==> src/rtl/pipeline_ctrl.sv <==
// Pipeline sequencing controller: EX forwarding, load-use stall, flush gating,
// halt-drain FSM, debug single-step and active-cycle counter.
module pipeline_ctrl #(
  parameter int DRAIN_CYCLES = 3,
  parameter int NB_CNT       = 32
) (
  input  logic              clk,
  input  logic              i_rst,
  input  logic [4:0]        i_ifid_rs,
  input  logic [4:0]        i_ifid_rt,
  input  logic [4:0]        i_idex_rs,
  input  logic [4:0]        i_idex_rt,
  input  logic              i_idex_memRead,
  input  logic [4:0]        i_idex_write_reg,
  input  logic              i_exmem_regWrite,
  input  logic [4:0]        i_exmem_write_reg,
  input  logic              i_memwb_regWrite,
  input  logic [4:0]        i_memwb_write_reg,
  input  logic              i_halt_instr,
  input  logic              i_branch_taken,
  input  logic              i_run_mode,
  input  logic              i_step,
  output logic [1:0]        o_fw_a,
  output logic [1:0]        o_fw_b,
  output logic              o_stall,
  output logic              o_flush,
  output logic              o_halt,
  output logic              o_halted,
  output logic [2:0]        o_state,
  output logic [NB_CNT-1:0] o_cycle_cnt
);

  localparam logic [2:0] ST_RUN    = 3'd0;
  localparam logic [2:0] ST_WAIT   = 3'd1;
  localparam logic [2:0] ST_STEP   = 3'd2;
  localparam logic [2:0] ST_DRAIN  = 3'd3;
  localparam logic [2:0] ST_HALTED = 3'd4;

  localparam int NB_DR =
    (DRAIN_CYCLES > 1) ? $clog2(DRAIN_CYCLES) : 1;
  localparam logic [NB_DR-1:0] DR_INIT =
    NB_DR'(DRAIN_CYCLES - 1);

  logic [2:0]        state_q, state_d;
  logic [NB_DR-1:0]  drain_q, drain_d;
  logic              step_q;
  logic [NB_CNT-1:0] cnt_q, cnt_d;

  logic ex_a, ex_b, wb_a, wb_b;
  logic load_use;
  logic step_rise;
  logic halt_go;
  logic stall_w, halt_w, halted_w;

  // Register 0 is hardwired, so a write to it never forwards.
  assign ex_a = i_exmem_regWrite
             && (i_exmem_write_reg != 5'd0)
             && (i_exmem_write_reg == i_idex_rs);
  assign ex_b = i_exmem_regWrite
             && (i_exmem_write_reg != 5'd0)
             && (i_exmem_write_reg == i_idex_rt);
  assign wb_a = i_memwb_regWrite
             && (i_memwb_write_reg != 5'd0)
             && (i_memwb_write_reg == i_idex_rs);
  assign wb_b = i_memwb_regWrite
             && (i_memwb_write_reg != 5'd0)
             && (i_memwb_write_reg == i_idex_rt);

  always_comb begin
    o_fw_a = 2'b00;
    if (ex_a)      o_fw_a = 2'b11;
    else if (wb_a) o_fw_a = 2'b10;
  end

  always_comb begin
    o_fw_b = 2'b00;
    if (ex_b)      o_fw_b = 2'b11;
    else if (wb_b) o_fw_b = 2'b10;
  end

  assign load_use = i_idex_memRead
                 && (i_idex_write_reg != 5'd0)
                 && ((i_idex_write_reg == i_ifid_rs)
                  || (i_idex_write_reg == i_ifid_rt));

  assign step_rise = i_step && !step_q;
  // A HALT stuck behind a load-use bubble waits until the bubble clears.
  assign halt_go = i_halt_instr && !load_use;

  always_comb begin
    state_d = state_q;
    drain_d = drain_q;
    unique case (state_q)
      ST_RUN: begin
        if (halt_go) begin
          state_d = ST_DRAIN;
          drain_d = DR_INIT;
        end else if (!i_run_mode) begin
          state_d = ST_WAIT;
        end
      end
      ST_WAIT: begin
        if (step_rise)       state_d = ST_STEP;
        else if (i_run_mode) state_d = ST_RUN;
      end
      ST_STEP: begin
        if (halt_go) begin
          state_d = ST_DRAIN;
          drain_d = DR_INIT;
        end else begin
          state_d = ST_WAIT;
        end
      end
      ST_DRAIN: begin
        if (drain_q == '0) state_d = ST_HALTED;
        else               drain_d = drain_q - 1'b1;
      end
      ST_HALTED: state_d = ST_HALTED;
      default:   state_d = ST_WAIT;
    endcase
  end

  always_comb begin
    halt_w   = 1'b1;
    stall_w  = 1'b0;
    halted_w = 1'b0;
    unique case (state_q)
      ST_RUN, ST_STEP: begin
        halt_w  = 1'b0;
        stall_w = load_use;
      end
      ST_DRAIN: begin
        halt_w  = 1'b0;
        stall_w = 1'b1;
      end
      ST_HALTED: halted_w = 1'b1;
      default:   halt_w   = 1'b1;
    endcase
  end

  assign o_stall  = stall_w;
  assign o_halt   = halt_w;
  assign o_halted = halted_w;
  assign o_flush  = i_branch_taken && !stall_w && !halt_w;
  assign o_state  = state_q;

  always_comb begin
    cnt_d = cnt_q;
    if (!halt_w && (cnt_q != '1)) cnt_d = cnt_q + NB_CNT'(1);
  end

  assign o_cycle_cnt = cnt_q;

  always_ff @(posedge clk) begin
    if (i_rst) begin
      state_q <= i_run_mode ? ST_RUN : ST_WAIT;
      drain_q <= '0;
      step_q  <= 1'b0;
      cnt_q   <= '0;
    end else begin
      state_q <= state_d;
      drain_q <= drain_d;
      step_q  <= i_step;
      cnt_q   <= cnt_d;
    end
  end

endmodule

==> config.mk <==
export PLATFORM = sky130hd
export DESIGN_NAME = pipeline_ctrl
export DESIGN_NICKNAME = d
export VERILOG_FILES = /design/src/rtl/pipeline_ctrl.sv
export SDC_FILE = /design/constraint.sdc
export NUM_CORES = 1
export LEC_CHECK = 0
export BUFFER_PORTS_ARGS = -buffer_cell sky130_fd_sc_hd__buf_2
export CORE_MARGIN = 3
export CORE_UTILIZATION = 54
export CTS_CLUSTER_SIZE = 14
export DETAILED_ROUTE_END_ITERATION = 6
export GPL_TIMING_DRIVEN = 0
export PLACE_DENSITY_LB_ADDON = 0.12
export SLEW_MARGIN = 20
export SYNTH_ARGS = -nofsm -noshare
export SYNTH_HDL_FRONTEND = slang
export SYNTH_SLANG_ARGS = --single-unit
==> constraint.sdc <==
create_clock -name clk -period 3.55 [get_ports clk]
set_input_delay 0.355 -clock clk [delete_from_list [all_inputs] [get_ports clk]]
set_output_delay 0.355 -clock clk [all_outputs]
set_load 0.02 [all_outputs]
==> flow_metrics.tcl <==
set metrics [dict create \
    area_growth_pct 24.52 \
    drive_above_1_share_pct 29.79 \
    grt_start_max_net_pins 13 \
    syn_area_um2 2434 \
    start_util_pct 58.32 \
    maxSlewViolCount 0 \
    cp-end-kind "flip-flop" \
    post_drt_wl_per_cell_um 14.31 \
    finalCritPeriodShare_pct 63.26 \
    ctsHoldBuffers 0 \
    drt_pass1_iterations 4 \
    hold_viol 0 \
    synth_top_family_by_area "simple AND/OR/NAND/NOR gates" \
    tightest_slew_ps 769.9 \
    yosys.area_share.simple_pct 31.62 \
    cts_tree "built" \
    drc 0 \
    critical_path.startpoint "o_cycle_cnt[7]$_SDFFE_PP0P_" \
    synthArstFlopShare_pct 0 \
    ys_seq_area_share_pct 32.49 \
    drt_iter0_markers 121 \
    die_w_um 73.13 \
    rsz0062_at_grt "false" \
    max_freq_mhz 445.3 \
    synth.ff_latch_count 38 \
    hold_slack_ps 282.9 \
    insertedDiodeCount 0 \
    setup_viol 0 \
    fin_worst_skew_ps 11.32 \
    vias_per_cell 5.846 \
    ios 87 \
    synth-xor-area-share_pct 12.24 \
    worstSetupPathType "flip-flop to flip-flop" \
    max_cap_violations 0 \
    yosysTopAreaCell "dfxtp_1" \
    synth-edff-count 3 \
    min_path_cells 2 \
    cts_setup_buffers 0 \
    htreeDepth 2 \
    finalWirelength_um 6241 \
    synth_area_leaders "dfxtp_1 (29%), xor2_1 (8.3%), a21oi_1 (4.7%)" \
    fillers 364 \
    fin_crit_ps 2246 \
    power_uw 1179 \
    antenna_found_initial 0 \
    die_area_um2 5348 \
    die_y_um 73.13 \
    synth-compound-area-share_pct 17.48 \
    cp_max_fo 10 \
    synth_mux_area_share_pct 1.748 \
    cts_buffer_depth 2 \
    grt_usage_pct 23.76 \
    synth_top_area_share_pct 28.79 \
    drtAntennaViolNets 0 \
    arrival_ps 2430 \
    num_vias 2549 \
    synth.distinct_cells 47 \
    hold_class "primary input to flip-flop" \
    p_leak_uw 0.001295 \
    syn_inst 292 \
    cp_data_required_time_ps 3740 \
    worst_slew_margin_rel_pct 48.28 \
    cts.sinks 38 \
    dp_hpwl_um 4777 \
    status "complete, no violations" \
    path_clk_slew_ps 80 \
    ctsResizeCount 0 \
    nets 431 \
    multiInputGateArea_um2 1560 \
    register_area_um2 790.8 \
    rows 23 \
    synth-adder-area-share_pct 1.028 \
    grt_overflow 0 \
    clock-root-buffer "clkbuf_8" \
    grt_pass1_vias 2322 \
    regToRegStartpoint "o_cycle_cnt[7]$_SDFFE_PP0P_" \
    cts_made_buffers 5 \
    core_area_um2 4173 \
    synth_ff_type "dfxtp_1" \
    syn_nets 338 \
    gp_congestion 0.8604 \
    cp-start-kind "flip-flop" \
    power_density_nw_per_um2 388.9 \
    worstHoldStart "i_step" \
    clk_latency_ps 300 \
    tns_ps 0 \
    post-route-util_pct 72.62 \
    max-vdd-ir-drop_v 0.0003159 \
    io_buffers 86 \
    yosys_warnings 0 \
    syn-mean-instance-area_um2 8.334 \
    grt_pass1_wl_um 10180 \
    worstRegToRegCells 7 \
]
## cells in the final DEF (no fill, tap or decap), drive strengths merged, types with 5 or more instances in the layout
| cell type | n |
|---|---|
| a21oi | 23 |
| and3 | 5 |
| and4 | 5 |
| buf | 94 |
| clkbuf | 8 |
| dfxtp | 35 |
| inv | 8 |
| nand2 | 21 |
| nand3 | 17 |
| nand4 | 12 |
| nor2 | 18 |
| nor2b | 6 |
| nor3 | 6 |
| nor4 | 11 |
| o21a | 5 |
| o21ai | 19 |
| o31a | 5 |
| or3 | 15 |
| or4 | 7 |
| xnor2 | 11 |
| xor2 | 23 |
## final cells by class
type | instances | area share (%)
inverters | 8 | 0.9909
repair buffers | 86 | 14.20
multi-input cells | 236 | 51.49
well taps | 50 | 2.064
plain buffers | 10 | 1.734
clock inverters | 2 | 0.3303
flip-flops and latches | 38 | 26.09
clock buffers | 6 | 3.097
## Yosys cell counts, drive strengths merged, types with 2 or more instances
master   n
nand3   17
or4      7
nand2   21
o21ai   19
or3     15
nand4   12
nor4    11
a31o     4
clkbuf   2
buf      8
edfxtp   3
and3     5
o21a     5
nor3     6
dfxtp   35
nor2    18
xnor2   11
mux2i    2
mux2     2
a21oi   23
and2     2
and4     5
o31ai    4
o31a     5
inv      8
ha       2
nor2b    6
xor2    23
## power by group
part	total (uW)	switching (uW)	internal, uW	leakage [uW]
registers	509	47.5	462	0.000316
logic	334	207	127	0.000923
clock network	336	157	178	0.0000561
## through the flow
| step | instances | worst slack [ps] | area [um2] |
|---|---|---|---|
| after floorplan | 292 | 1509 | 2434 |
| after global placement | 428 | 1404 | 2927 |
| after detailed placement | 428 | 1387 | 2927 |
| after CTS | 436 | 1359 | 3030 |
| after global routing | 436 | 1112 | 3030 |
| final | 436 | 1304 | 3030 |
## flip-flops by register name, summed over array words and instances, names as in the netlist
| register | flops |
|---|---|
| o_cycle_cnt | 32 |
| o_state | 3 |
| drain_q | 2 |
| step_q | 1 |
## path summary, 6_finish.rpt
check                                               endpoint  slack [ps]
worst min-delay path                       step_q$_SDFF_PP0_         280
worst min register to register   o_cycle_cnt[9]$_SDFFE_PP0P_         510
worst max-delay path            o_cycle_cnt[25]$_SDFFE_PP0P_        1300
worst max register to register  o_cycle_cnt[25]$_SDFFE_PP0P_        1300
## worst max-delay path: stages, from the launching register on
cell     delay [ps]
dfxtp_1         430
nand4_1         280
nor4_4          570
and3_1          220
buf_2           200
buf_4           210
nor4_1           60
o21a_1          170
## cells by family (layout without fill, tap and decap cells)
logic type      count (synthesis)  count (layout)
simple gates                  128             128
compound gates                 68              68
flops                          38              38
xor+xnor                       34              34
buf+inv                        18             112
mux                             4               4
fa+ha+maj                       2               2
## metal layers
layer	vias up	global-route usage, %	share of wire (%)
met2	99	39.42	47
met4	0	6.967	1.5
met3	9	5.510	6.9
met1	1171	30.56	44
li1	1270	-	-
met5	-	0	0
No activity file was read; power rests on OpenSTA's default activity.
